<file path="src/rtl/dmem_rr_arbiter.sv">
// Two-core round-robin arbiter for a single-port data memory.
// Each transaction takes exactly three cycles: grant (IDLE edge), strobe
// (ACCESS), response capture (RESP). Every output is registered.
module dmem_rr_arbiter #(
  parameter int Ncores = 2,
  parameter int Lmem   = 8,
  parameter int TAM    = 16
) (
  input  logic              clk,
  input  logic              rst,
  input  logic [Ncores-1:0] coreReq,
  input  logic [Ncores-1:0] coreWrite,
  input  logic [TAM-1:0]    coreADDR0,
  input  logic [TAM-1:0]    coreADDR1,
  input  logic [TAM-1:0]    coreIN0,
  input  logic [TAM-1:0]    coreIN1,
  output logic [TAM-1:0]    coreOUT0,
  output logic [TAM-1:0]    coreOUT1,
  output logic [Ncores-1:0] coreAck,
  output logic [Ncores-1:0] coreGnt,
  output logic [TAM-1:0]    memADDR,
  output logic [TAM-1:0]    memIN,
  input  logic [TAM-1:0]    memOUT,
  output logic              memWrite,
  output logic              memLoad
);

  typedef enum logic [1:0] {
    IDLE   = 2'd0,
    ACCESS = 2'd1,
    RESP   = 2'd2
  } state_t;

  state_t state;
  state_t stateNext;

  // Index of the most recent winner; doubles as the owner of the
  // in-flight transaction while ACCESS/RESP are active.
  logic lastGnt;
  // Latched transaction type, needed in RESP after the strobes are cleared.
  logic rdLatched;

  // Decoded control for the datapath register block.
  logic           grantEn;
  logic           winner;
  logic [TAM-1:0] selAddr;
  logic [TAM-1:0] selIn;
  logic           selWrite;

  // State register.
  // NOTE: sequential state uses non-blocking assignments so every flop
  // samples pre-edge values regardless of process evaluation order.
  always_ff @(posedge clk or negedge rst) begin
    if (!rst) begin
      state <= IDLE;
    end else begin
      state <= stateNext;
    end
  end

  // Next-state logic: fixed IDLE -> ACCESS -> RESP -> IDLE walk.
  // NOTE: the default assignment first keeps this block free of latches.
  always_comb begin
    stateNext = state;
    case (state)
      IDLE:    if (coreReq != '0) stateNext = ACCESS;
      ACCESS:  stateNext = RESP;
      RESP:    stateNext = IDLE;
      default: stateNext = IDLE;
    endcase
  end

  // Output decode: winner selection and operand muxing for the grant edge.
  always_comb begin
    grantEn  = (state == IDLE) && (coreReq != '0);
    // On a tie the core that did not win last time goes next.
    if (coreReq[0] && coreReq[1]) begin
      winner = ~lastGnt;
    end else begin
      winner = coreReq[1];
    end
    selAddr  = winner ? coreADDR1 : coreADDR0;
    selIn    = winner ? coreIN1   : coreIN0;
    selWrite = coreWrite[winner];
  end

  // Registered outputs: grant latch, strobe drop, response capture and ack.
  // NOTE: every flop here has a reset value; there is no storage array in
  // this block, so nothing is left uninitialised after reset.
  always_ff @(posedge clk or negedge rst) begin
    if (!rst) begin
      coreOUT0  <= '0;
      coreOUT1  <= '0;
      coreAck   <= '0;
      coreGnt   <= '0;
      memADDR   <= '0;
      memIN     <= '0;
      memWrite  <= 1'b0;
      memLoad   <= 1'b0;
      lastGnt   <= 1'b1;
      rdLatched <= 1'b0;
    end else begin
      // Ack is a single-cycle pulse.
      coreAck <= '0;

      if (grantEn) begin
        coreGnt   <= winner ? Ncores'(2) : Ncores'(1);
        lastGnt   <= winner;
        memADDR   <= {{(TAM-Lmem){1'b0}}, selAddr[Lmem-1:0]};
        memIN     <= selIn;
        memWrite  <= selWrite;
        memLoad   <= ~selWrite;
        rdLatched <= ~selWrite;
      end

      if (state == ACCESS) begin
        memWrite <= 1'b0;
        memLoad  <= 1'b0;
      end

      if (state == RESP) begin
        if (rdLatched) begin
          if (lastGnt) begin
            coreOUT1 <= memOUT;
          end else begin
            coreOUT0 <= memOUT;
          end
        end
        coreAck <= lastGnt ? Ncores'(2) : Ncores'(1);
        coreGnt <= '0;
      end
    end
  end

endmodule
</file>
<file path="config.mk">
export PLATFORM = sky130hd
export DESIGN_NAME = dmem_rr_arbiter
export DESIGN_NICKNAME = d
export VERILOG_FILES = /design/src/rtl/dmem_rr_arbiter.sv
export SDC_FILE = /design/constraint.sdc
export NUM_CORES = 1
export LEC_CHECK = 0
export ABC_CLOCK_PERIOD_IN_PS = 2300
export BUFFER_PORTS_ARGS = -buffer_cell sky130_fd_sc_hd__buf_4
export CAP_MARGIN = 20
export CORE_UTILIZATION = 48
export CTS_BUF_LIST = sky130_fd_sc_hd__clkbuf_16
export CTS_CLUSTER_DIAMETER = 150
export DETAILED_ROUTE_END_ITERATION = 6
export GPL_TIMING_DRIVEN = 0
export HOLD_SLACK_MARGIN = 0.03
export PLACE_DENSITY = 0.91
export SYNTH_ARGS = -nofsm -noshare
export SYNTH_HDL_FRONTEND = slang
export SYNTH_SLANG_ARGS = --single-unit
</file>
<file path="constraint.sdc">
create_clock -name clk -period 2.3 [get_ports clk]
set_input_delay 0.46 -clock clk [delete_from_list [all_inputs] [get_ports clk]]
set_output_delay 0.46 -clock clk [all_outputs]
set_load 0.03 [all_outputs]
</file>
Yosys cells after proc, flatten, opt, wreduce, memory -nomap -nowiden
Index checks and enable logic that the tools add are counted.
{"block": "totals", "ff_bits": 66, "word_cells": 41, "inputBits": 86}
{"block": "op_classes", "n_bitwise": 2, "order_cmp": 1, "muxes": 16, "eq_ne": 3, "reduce_logical": 8}
{"operator": "$mux W16", "n": 1}
{"operator": "$mux W2", "n": 6}
{"operator": "$mux W8", "n": 1}
{"operator": "$mux W1", "n": 7}
{"operator": "$reduce_and A3 Y1", "n": 2}
{"operator": "$reduce_bool A2 Y1", "n": 3}
{"operator": "$pmux W2 S2", "n": 1}
{"operator": "$eq A2 B1 Y1 const B", "n": 1}
{"operator": "$eq A2 B2 Y1 const B", "n": 1}
{"operator": "$logic_and A1 B1 Y1", "n": 2}
{"operator": "$logic_not A2 Y1", "n": 1}
{"operator": "$lt A1 B2 Y1 const B", "n": 1}
{"operator": "$ne A2 B2 Y1 const B", "n": 1}
{"operator": "$not A1 Y1", "n": 2}

Longest topological paths before layout
{"block": "logic_depth", "ltp_word": 7, "ltp_mapped": 5}

Least setup slack after synthesis
OpenSTA, ideal clock, no wires.
{"block": "synth_timing", "path_kind": "register to register", "startpoint": "reg lastGnt", "endpoint": "reg coreOUT0[10]", "n_path_buf": 2, "period_less_slack_ns": 1.433, "slack_ns": 0.867, "setup_ns": 0.125, "t_arrival_ns": 1.308, "required_time_ns": 2.175, "stages_incl_launch_ff": 6, "cell_sequence": "dfstp_2 nor3b_2 and2_4 buf_6 buf_12 mux2_4"}
{"block": "synth_between", "elab_chain_len": 2}
{"element": "from (decl)", "line": "39", "source": "logic lastGnt;"}
{"element": "from (signal assigned)", "line": "108", "source": "lastGnt <= winner;"}
{"element": "$not A1 Y1"}
{"element": "$reduce_and A3 Y1 (no line)"}
{"element": "to (signal assigned)", "line": "126", "source": "coreOUT0 <= memOUT;"}
{"element": "to (decl)", "line": "17", "source": "output logic [TAM-1:0] coreOUT0,"}
No other way between the ends.
A chain may end at the register's enable or synchronous reset.

Worst setup path after layout
{"block": "layout_timing", "startpoint": "reg state[0]", "endpoint": "reg memIN[14]"}
{"block": "layout_between", "elab_chain_len": 2}
{"element": "from (decl)", "line": "34", "source": "state_t state;"}
{"element": "from (signal assigned)", "line": "57", "source": "state <= stateNext;"}
{"element": "$logic_not A2 Y1", "line": "75", "source": "grantEn = (state == IDLE) && (coreReq != '0);"}
{"element": "$logic_and A1 B1 Y1", "line": "75"}
{"element": "to (signal assigned)", "line": "110", "source": "memIN <= selIn;"}
{"element": "to (decl)", "line": "22", "source": "output logic [TAM-1:0] memIN,"}
No other way between the ends.

==> impl_metrics.tcl <==
set metrics [dict create \
    hpwl_mm 4.85 \
    synthTopCellsByCount "dfrtp_1, o21ai_0, mux2i_1, mux2_2, mux2_4" \
    slew_viol_final 0 \
    hold_viol 0 \
    h-tree-depth 3 \
    cts_tree "yes" \
    ir_drop_mv 0.955 \
    setup_viol 0 \
    slew_headroom 0.465 \
    grt_max_degree 67 \
    wl_per_cell_um 15.8 \
    cp.arrival_ns 1.78 \
    place_area_sq_mm 0.00399 \
    dp_cells 428 \
    crit_path_end_kind "register" \
    crit_buf_inv 2 \
    io_buffers 131 \
    rsz0062_at_grt "no" \
    antenna_cells 0 \
    insertion_delay_ns 0.32 \
    p_per_area_mw_per_mm2 1580 \
    grt_pass1_vias 2176 \
    startpoint_type "register" \
    routed_via_density 5.12 \
    cts_setup_buffers 0 \
    synthArstFlopShare 1.00 \
    max_stage_delay_ns 0.45 \
    skew_ns 0.00446 \
    synth_area_per_cell_sq_um 13.3 \
    synthToLayoutAreaGrowth_pct 48.8 \
    fp.dieH_um 79.6 \
    cap_violations 0 \
    grt_usage 0.234 \
    pin_count 156 \
    fmax_mhz 627 \
    design.die.area_sq_mm 0.00634 \
    yosys.area.top_type "dfrtp_1" \
    fillerInstances 371 \
    cts_buffers 9 \
    multi_input_area_sq_mm 0.00109 \
    initial_core_util 0.513 \
    cts_resized 0 \
    cp.required_ns 2.48 \
    antenna_found_initial 0 \
    place.gp.congestion 0.722 \
    yosysMostFrequentCell "dfrtp_1" \
    drive_above_1_share 0.551 \
    yosysSeqAreaShare 0.572 \
    crit_slowest_cell "dfrtp_1" \
    final_area_sq_mm 0.00430 \
    path_clk_slew_ns 0.06 \
    critical_path_class "reg -> reg" \
    synth_edf_count 0 \
    worst_pin_slew_ns 0.803 \
    vias 2272 \
    ctsHoldBuffers 0 \
    drt_iter0_markers 87 \
    cts_root_buf "clkbuf_16" \
    min_period_ns 1.59 \
    drt_first_pass_iters 4 \
    tns_ns 0 \
    ys_ff_latch 66 \
    synth_cells 218 \
    critical_path.top_delay_family "flip-flops" \
    ys_warn_count 0 \
    drt_wl_total_mm 7.03 \
    period_share 0.693 \
    fin_cells 444 \
    clockBufferDepth 2 \
    crit_chain "or2_1 -> clkbuf_1 -> clkbuf_1 -> o21ai_0 -> o21ai_0" \
    leakage_nw 2.18 \
    netlist_area_sq_mm 0.00289 \
    num_rows 27 \
    synth_top_area_frac 0.563 \
    ys_types 31 \
    cts_sinks 66 \
    hold_class "in -> async" \
    synth_top_flop_cell "dfrtp_1" \
    overflow 0 \
    antenna_left 0 \
    worstPathMaxFanout 10 \
    synth_area_leaders "dfrtp_1, mux2_2, mux2i_1, o21ai_0, mux2_4" \
    drc 0 \
    nNetsFinal 453 \
    coreArea_sq_mm 0.00564 \
    status "finished clean" \
    seqCellArea_sq_mm 0.00165 \
    fin_util 0.762 \
    die_x_um 79.6 \
    grt_pass1_wl_mm 10.9 \
]
-- final timing paths --
check                             from           to  slack (ns)  depth (start not counted)
max                           state[0]    memIN[14]        0.71                          5
min                                rst  coreOUT1[9]        0.23                          1
max reg2reg                   state[0]    memIN[14]        0.71                          5
min reg2reg                coreOUT1[5]  coreOUT1[5]        0.50                          1
max in group asynchronous          rst   memADDR[5]        1.54                          1
min in group clk            coreReq[0]      lastGnt        0.32                          2
-- layer usage --
metal | wire, um | track usage | up-vias
li1 | - | - | 1063
met1 | 2890 | 0.277 | 1090
met2 | 3440 | 0.391 | 109
met3 | 592 | 0.0709 | 10
met4 | 104 | 0.0982 | 0
met5 | 0 | 0 | -
-- power by group --
| group | internal [mW] | switching, mW |
|---|---|---|
| Sequential | 1.75 | 0.344 |
| Clock | 0.936 | 0.478 |
| Combinational | 1.37 | 1.92 |
-- area by class of cell --
cell class              count  area share
clock inverters             7      0.0198
inverters                   2     0.00175
flip-flops and latches     66       0.384
clock buffers               9      0.0524
well taps                  72      0.0209
multi-input cells         136       0.254
plain buffers              21      0.0381
repair buffers            131       0.229
-- logic make-up after synthesis --
kind of cell    synth area share
flops                      0.572
compound gates             0.104
buf+inv                   0.0593
simple gates              0.0316
other cells              0.00130
mux                        0.232
-- layout by cell type (no fill, tap or decap), types with 2 or more instances in the layout --
cell type | netlist | routed
conb_1 | 1 | 8
dfrtp_1 | 65 | 65
inv_1 | 2 | 3
buf_4 | 8 | 139
buf_6 | 5 | 5
mux2i_1 | 25 | 25
mux2_4 | 10 | 10
o21ai_0 | 49 | 49
nor2_1 | 2 | 2
mux2_2 | 24 | 24
a21oi_1 | 2 | 2
clkbuf_1 | 6 | 6
clkbuf_16 | 0 | 9
clkinv_2 | 0 | 2
bufinv_16 | 0 | 2
-- per-stage QoR --
step	hold WS [ns]	power [mW]	worst slack, ns
after floorplan	0.164	4.12	0.867
after global placement	0.489	5.28	0.636
after detailed placement	0.494	5.38	0.608
after CTS	0.264	6.85	0.716
after global routing	0.303	7.14	0.542
final	0.228	6.80	0.706
-- flip-flops by register name, summed over array words and instances, names as in the netlist, 2 cells and up --
register  cells
coreAck       2
coreOUT0     16
coreGnt       2
memADDR       8
state         2
memIN        16
coreOUT1     16
-- worst reg2reg max path, cell delays in order (launching register included) --
cell and delay, ns:
dfrtp_1 0.45, or2_1 0.23, clkbuf_1 0.20, clkbuf_1 0.25, o21ai_0 0.22, o21ai_0 0.12
Note: power is estimated with default switching activity, not from simulation.
